### src/rtl/hdmi_pattern_sequencer.sv
// Frame-synchronous display-mode sequencer for the HDMI test-pattern generator.
// Mode changes (auto dwell, next/prev/load) are applied only at vertical-sync frame start.
module hdmi_pattern_sequencer #(
  parameter int NUM_MODES     = 11,
  parameter int DWELL_FRAMES  = 60,
  parameter int VS_ACTIVE_LOW = 1
) (
  input  logic        pclk,
  input  logic        rst,
  input  logic        vs_in,
  input  logic        auto_en,
  input  logic        hold,
  input  logic        next_req,
  input  logic        prev_req,
  input  logic        load_req,
  input  logic [3:0]  load_mode,
  output logic [3:0]  dis_mode,
  output logic        mode_changed,
  output logic        frame_start,
  output logic [15:0] frame_cnt,
  output logic [7:0]  dwell_cnt
);

  localparam logic [3:0] LAST_MODE  = 4'(NUM_MODES - 1);
  localparam logic [7:0] DWELL_LAST = 8'(DWELL_FRAMES - 1);
  localparam logic       VS_IDLE    = (VS_ACTIVE_LOW != 0);

  typedef enum logic {RUN, MANUAL} state_t;

  state_t      state, state_nxt;
  logic        vs_d, fs_det, load_ok;
  logic        next_pend, prev_pend, load_pend;
  logic [3:0]  load_val;
  logic        ap_next, ap_prev, ap_load;
  logic [3:0]  ap_val;
  logic [3:0]  mode_nxt, mode_inc, mode_dec;
  logic [7:0]  dwell_nxt;
  logic        changed;

  assign fs_det   = VS_IDLE ? (vs_d & ~vs_in) : (~vs_d & vs_in);
  assign load_ok  = load_req && ({1'b0, load_mode} < 5'(NUM_MODES));
  assign mode_inc = (dis_mode == LAST_MODE) ? 4'd0 : dis_mode + 4'd1;
  assign mode_dec = (dis_mode == 4'd0) ? LAST_MODE : dis_mode - 4'd1;

  // Vertical-sync edge detection, registered into the frame_start pulse
  always_ff @(posedge pclk or posedge rst) begin
    if (rst) begin
      vs_d        <= VS_IDLE;
      frame_start <= 1'b0;
    end else begin
      vs_d        <= vs_in;
      frame_start <= fs_det;
    end
  end

  // Pending requests; snapshotted at the detect edge so a request arriving
  // on that same edge is deferred to the following frame
  always_ff @(posedge pclk or posedge rst) begin
    if (rst) begin
      next_pend <= 1'b0;
      prev_pend <= 1'b0;
      load_pend <= 1'b0;
      load_val  <= 4'd0;
      ap_next   <= 1'b0;
      ap_prev   <= 1'b0;
      ap_load   <= 1'b0;
      ap_val    <= 4'd0;
    end else begin
      if (fs_det) begin
        ap_next   <= next_pend;
        ap_prev   <= prev_pend;
        ap_load   <= load_pend;
        ap_val    <= load_val;
        next_pend <= next_req;
        prev_pend <= prev_req;
        load_pend <= load_ok;
      end else begin
        next_pend <= next_pend | next_req;
        prev_pend <= prev_pend | prev_req;
        load_pend <= load_pend | load_ok;
      end
      if (load_ok) begin
        load_val <= load_mode;
      end
    end
  end

  // Next-state, mode resolution and dwell bookkeeping at each frame start
  always_comb begin
    state_nxt = state;
    mode_nxt  = dis_mode;
    dwell_nxt = dwell_cnt;
    changed   = 1'b0;
    if (frame_start) begin
      state_nxt = auto_en ? RUN : MANUAL;
      if (ap_load) begin
        mode_nxt = ap_val;
        changed  = 1'b1;
      end else if (ap_next && ap_prev) begin
        changed = 1'b0;
      end else if (ap_next) begin
        mode_nxt = mode_inc;
        changed  = 1'b1;
      end else if (ap_prev) begin
        mode_nxt = mode_dec;
        changed  = 1'b1;
      end else begin
        case (state_nxt)
          RUN: begin
            if (!hold && dwell_cnt == DWELL_LAST) begin
              mode_nxt = mode_inc;
              changed  = 1'b1;
            end else if (!hold && dwell_cnt != 8'hFF) begin
              dwell_nxt = dwell_cnt + 8'd1;
            end else begin
              dwell_nxt = dwell_cnt;
            end
          end
          MANUAL:  dwell_nxt = dwell_cnt;
          default: dwell_nxt = dwell_cnt;
        endcase
      end
      if (changed) begin
        dwell_nxt = 8'd0;
      end else begin
        dwell_nxt = dwell_nxt;
      end
    end else begin
      state_nxt = state;
    end
  end

  // State and output registers
  always_ff @(posedge pclk or posedge rst) begin
    if (rst) begin
      state        <= RUN;
      dis_mode     <= 4'd0;
      dwell_cnt    <= 8'd0;
      frame_cnt    <= 16'd0;
      mode_changed <= 1'b0;
    end else begin
      state        <= state_nxt;
      dis_mode     <= mode_nxt;
      dwell_cnt    <= dwell_nxt;
      mode_changed <= changed;
      if (frame_start) begin
        frame_cnt <= frame_cnt + 16'd1;
      end
    end
  end

endmodule

### config.mk
export PLATFORM = sky130hd
export DESIGN_NAME = hdmi_pattern_sequencer
export DESIGN_NICKNAME = d
export VERILOG_FILES = /design/src/rtl/hdmi_pattern_sequencer.sv
export SDC_FILE = /design/constraint.sdc
export NUM_CORES = 1
export LEC_CHECK = 0
export BUFFER_PORTS_ARGS = -buffer_cell sky130_fd_sc_hd__buf_4
export CORE_MARGIN = 5
export CORE_UTILIZATION = 57
export CTS_BUF_LIST = sky130_fd_sc_hd__clkbuf_4
export DETAILED_ROUTE_END_ITERATION = 8
export PLACE_DENSITY = 0.86
export SLEW_MARGIN = 20
export SYNTH_ARGS = -nofsm -noshare
export SYNTH_HDL_FRONTEND = slang
export SYNTH_SLANG_ARGS = --single-unit
export TNS_END_PERCENT = 10
### constraint.sdc
create_clock -name pclk -period 2.3 [get_ports pclk]
set_input_delay 0.345 -clock pclk [delete_from_list [all_inputs] [get_ports pclk]]
set_output_delay 0.345 -clock pclk [all_outputs]
set_load 0.02 [all_outputs]
Word level (Yosys, flattened, before mapping)
Index checks and enable logic that the tools add are counted.
- flip-flop bits (word level): 45
- input port bits: 12
- output and inout port bits: 30
- word-level logic and storage cells: 73
- $add $sub $neg: 4
- $lt $le $gt $ge: 1
- equal/unequal tests: 11
- multiplexer cells: 28
- bitwise logic cells: 5
- reductions and logical operators: 10
- operator list (kind ; count):
    8-bit two-way mux ; 8
    4-bit two-way mux ; 8
    16-bit by 1-bit adder with 16-bit output, second input constant ; 1
    1-bit two-way mux ; 12
    2-bit by 1-bit != test with 1-bit output, second input constant ; 5
    8-bit by 1-bit adder with 8-bit output, second input constant ; 1
    8-bit by 6-bit equality test with 1-bit output, second input constant ; 1
    8-bit != test, second input constant ; 1
    8-bit AND reduction ; 1
    4-bit nonzero test ; 2
    4-bit by 1-bit adder with 4-bit output, second input constant ; 1
    4-bit equality test, second input constant ; 1
    1-bit logical AND ; 4
    4-bit zero test ; 1
    4-bit < comparator, second input constant ; 1
    4-bit AND reduction ; 1
    4-bit by 1-bit subtractor with 4-bit output, second input constant ; 1
    3-bit by 1-bit != test with 1-bit output, second input constant ; 1
    3-bit by 2-bit != test with 1-bit output, second input constant ; 1
    1-bit bitwise OR ; 3
    2-bit != test, second input constant ; 1
    1-bit bitwise AND ; 1
    1-bit zero test ; 1
    1-bit inverter ; 1

Logic depth before layout (Yosys ltp)
- word-level depth: 11
- mapped depth: 6
- gate-level depth less buffers: 6

Worst setup path before layout
Ideal clock, no wire load.
- kind: register to register
- start: reg dis_mode[2]
- end: reg dis_mode[3]
- arrival time: 1.653 ns
- path slack: 0.521 ns
- cell stages (with the launch flop): 6
- buffers on the path: 1
- clock period less this slack: 1.779 ns
- cell sequence: dfrtp_1 -> clkbuf_2 -> or4b_1 -> o311ai_0 -> a221oi_1 -> o32a_1
- cells in the longest elaborated chain, start to end: 8
- elaborated cells between the ends (all ways): 12
- those cells by class: add/sub: 2; eq/ne: 1; mux: 8; reduce/logical: 1
- RTL lines (element ; RTL line ; RTL):
    start: declaration ; 17 ; output logic [3:0] dis_mode,
    start signal: assignment ; 143 ; dis_mode <= mode_nxt;
    4-bit by 1-bit adder with 4-bit output / 4-bit equality test (equally long branches) ; 42 ; assign mode_inc = (dis_mode == LAST_MODE) ? 4'd0 : dis_mode + 4'd1;
    4-bit two-way mux ; 42 ;
    4-bit two-way mux ; 110 ; if (!hold && dwell_cnt == DWELL_LAST) begin
    4-bit two-way mux ; 108 ; case (state_nxt)
    4-bit two-way mux ; 104 ; end else if (ap_prev) begin
    4-bit two-way mux (*) ; 101 ; end else if (ap_next) begin
    4-bit two-way mux (*) ; 99 ; end else if (ap_next && ap_prev) begin
    4-bit two-way mux (*) ; 96 ; if (ap_load) begin
Every way passes the cells marked *; elsewhere a longest branch is shown, timed or not. The select of a mux whose other input is x is not followed.
A chain may end at the register's enable or synchronous reset.

Final worst setup path
- start: reg dwell_cnt[7]
- end: reg dwell_cnt[0]
- cells in the longest elaborated chain, start to end: 11
- elaborated cells between the ends (all ways): 20
- those cells by class: eq/ne: 9; mux: 8; reduce/logical: 3
- RTL lines (element ; RTL line ; RTL):
    start: declaration ; 21 ; output logic [7:0] dwell_cnt
    start signal: assignment ; 144 ; dwell_cnt <= dwell_nxt;
    8-bit by 6-bit equality test with 1-bit output ; 110 ;
    1-bit logical AND ; 110 ;
    1-bit two-way mux ; 110 ;
    1-bit two-way mux ; 108 ;
    1-bit two-way mux ; 104 ;
    1-bit two-way mux ; 101 ;
    1-bit two-way mux ; 99 ;
    1-bit two-way mux ; 96 ;
    1-bit two-way mux ; 94 ; if (frame_start) begin
    3-bit by 1-bit != test with 1-bit output (no source line), or another cell as far along ; -- ;
    8-bit AND reduction (no source line) ; -- ;
Several ways; a longest one is shown, not always the timed one. The select of a mux whose other input is x is not followed.

==> qor.yml <==
reg2reg_from: "dwell_cnt[7]"
grt_remaining_overflow: 0
track_usage_pct: 19.7
synth_area_leaders: "dfrtp_1, nand2_1, ha_1"
grt_setup_unrepaired: "no"
placementRows: 22
synthArstFlopShare_pct: 100
root_buffer: "clkbuf_4"
pin_count: 42
vias_per_cell: 5.75
hold_depth: 1
synth_nets: 240
yosysUniqueCellTypes: 51
r2r_slack_ps: 390
leakagePower_nw: 1.26
setup_viol: 0
synth_top_cell_area_share_pct: 49.1
reg2regPathDepth: 4
max_freq_mhz: 524
cts_tree: "built"
grt_pass1_vias: 1719
syn2layout_area_growth_pct: 19.8
worst_hold_slack_ps: 68.8
grt_max_degree: 21
fin_crit_ps: 1910
hold_viol_final: 0
final_nets: 285
clock_path_buffers: 2
htreeDepth: 2
diodes: 0
routed_wl_mm: 4.78
fin_crit_sh_pct: 83.0
initial_core_util_pct: 59.9
synth_cells: 221
cp_slowest_cell: "dfrtp_1"
fp.dieH_um: 72.7
fin_setup_tns_ps: 0
drc: 0
crit_fanout: 12
synth_top_cell_by_area: "dfrtp_1"
grt_antenna_before_repair: 0
skew_ps: 22.0
min_to: "vs_d"
power_density_nw_per_um2: 841
core_um2: 3740
critPathLaunch: "dwell_cnt[7]"
worstSetupPathType: "reg -> reg"
drt_iter0_markers: 227
place_ws_ps: 435
required_ps: 2550
io_buffers: 41
cp_cell_sequence: "or3_1 -> o31a_1 -> o22ai_1 -> mux2i_1"
drv_cap: 0
setup_ws_ps: 392
synthTopCellsByCount: "dfrtp_1, nand2_1, nand3_1"
ys.flop_type: "dfrtp_1"
clkTransAtPathRegs_ps: 150
status: "finished clean"
die_area_um2: 5290
startpoint_type: "register"
place_hpwl_mm: 3.56
cts_buffers: 5
worstHoldStart: "vs_in"
antenna_left: 0
synth.avg_cell_area_um2: 10.1
crit_arrival_ps: 2150
yosysMostFrequentCell: "dfrtp_1"
critPathBufInv: 0
gp_congestion: 0.900
hold_class: "in -> reg"
ys_seq_area_share_pct: 50.3
relSlewSlack_pct: 55.9
critPathTopFamily: "compound AO/OA/AOI/OAI gates"
yosysWarnings: 0
first_pass_iters: 4
rr_endpoint: "dwell_cnt[0]"
slew_violations: 0
synth_edf_count: 0
tightest_slew_ps: 658
grt_pass1_wl_mm: 8.14
vias: 1811
cts_sinks: 45
detail_route.wl_per_cell_um: 15.2
die-width_um: 72.7
ir_drop_uv: 662
drive_gt1_share_pct: 22.8
clk_latency_ps: 390
cts_resized: 0
netlist_area_um2: 2240
endpoint_kind: "register"
cpPeakStageDelay_ps: 440
ys_ff_latch: 45
[cell type report]
type	instances	area (µm²)
fill	304	1060
tap	48	60.1
sequential	45	1130
multi-input combinational	159	1040
clock buffer	6	45.0
clock inverter	2	38.8
inverter	11	41.3
timing repair buffer	44	333
[cell usage in the layout (no fill, tap or decap), types with 2 or more instances in the layout]
| cell | netlist | final |
|---|---|---|
| dfrtp_1 | 44 | 44 |
| buf_4 | 0 | 43 |
| nand2_1 | 33 | 33 |
| nand3_1 | 11 | 11 |
| xnor2_1 | 9 | 9 |
| inv_1 | 10 | 9 |
| nor2_1 | 8 | 8 |
| nand4_1 | 7 | 7 |
| ha_1 | 7 | 7 |
| xor2_1 | 6 | 6 |
| nor3_1 | 6 | 6 |
| clkbuf_4 | 0 | 6 |
| a21oi_1 | 5 | 5 |
| mux2_2 | 5 | 5 |
| o21ai_0 | 5 | 5 |
| nand2b_1 | 4 | 4 |
| o211ai_1 | 4 | 4 |
| nor2b_1 | 4 | 4 |
| o31ai_1 | 4 | 4 |
| nand3b_1 | 3 | 3 |
| a21o_1 | 3 | 3 |
| and3_1 | 2 | 2 |
| and4_1 | 2 | 2 |
| or3_1 | 2 | 2 |
| nor4b_1 | 2 | 2 |
| o41ai_1 | 2 | 2 |
| clkinv_1 | 1 | 2 |
| or2_2 | 2 | 2 |
| mux2i_1 | 2 | 2 |
| a31oi_1 | 2 | 2 |
| o22ai_1 | 2 | 2 |
| or4_1 | 2 | 2 |
[kinds of logic (layout without fill, tap and decap cells)]
family	count (synthesis)	in the layout	synth area share (%)
compound gates	35	35	10.9
xor+xnor	15	15	5.86
fa+ha+maj	7	7	3.91
buf+inv	17	63	3.29
flops	45	45	50.3
mux	7	7	3.41
simple gates	95	95	22.3
[power by group]
part / internal [mW] / total [mW] / switching, mW
Sequential: 0.907 / 1.09 / 0.180
Clock: 0.245 / 0.516 / 0.271
Combinational: 0.309 / 0.654 / 0.345
[stage by stage]
| step | cell area, µm² | total power [mW] | cells | util [%] |
|---|---|---|---|---|
| after detailed placement | 2590 | 1.75 | 306 | 69.2 |
| after global routing | 2690 | 2.37 | 315 | 71.7 |
| after global placement | 2590 | 1.72 | 306 | 69.2 |
| final | 2690 | 2.26 | 315 | 71.7 |
| after floorplan | 2240 | 1.50 | 221 | - |
| after CTS | 2690 | 2.26 | 315 | 71.7 |
[flip-flops by register name (all words and copies together) (netlist names), 4 cells and up]
register   cells
frame_cnt     16
load_val       4
dis_mode       4
dwell_cnt      8
ap_val         4
[per-layer routing]
layer  share of wire, %  vias to the layer above  wire (µm)  track usage (%)
li1                   -                      876          -                -
met1                 44                      864       2090             26.1
met2                 49                       59       2340             30.9
met3                5.3                       12        255             4.96
met4                2.0                        0         95             7.99
met5                  0                        -          0                0
[worst max path at each step]
stage | endpoint | slack [ps] | cells past startpoint
2_1_floorplan | dis_mode[3] | 520 | 5
5_1_grt | dwell_cnt[1] | 260 | 5
3_3_place_gp | dwell_cnt[6] | 460 | 4
6_report | dwell_cnt[0] | 390 | 4
3_5_place_dp | dwell_cnt[0] | 440 | 4
4_1_cts | dwell_cnt[6] | 400 | 4
[repair_timing]
item,4_1_cts,5_1_grt
endpoints found under the setup margin,0,0
buffers inserted,0,0
hold endpoints to repair,17,0
hold buffers,1,0
[worst register-to-register path, cell delays in order, from the launching register on]
cell	delay (ps)
dfrtp_1	440
or3_1	400
o31a_1	400
o22ai_1	400
mux2i_1	130
Power figures use the tool's default switching activity.
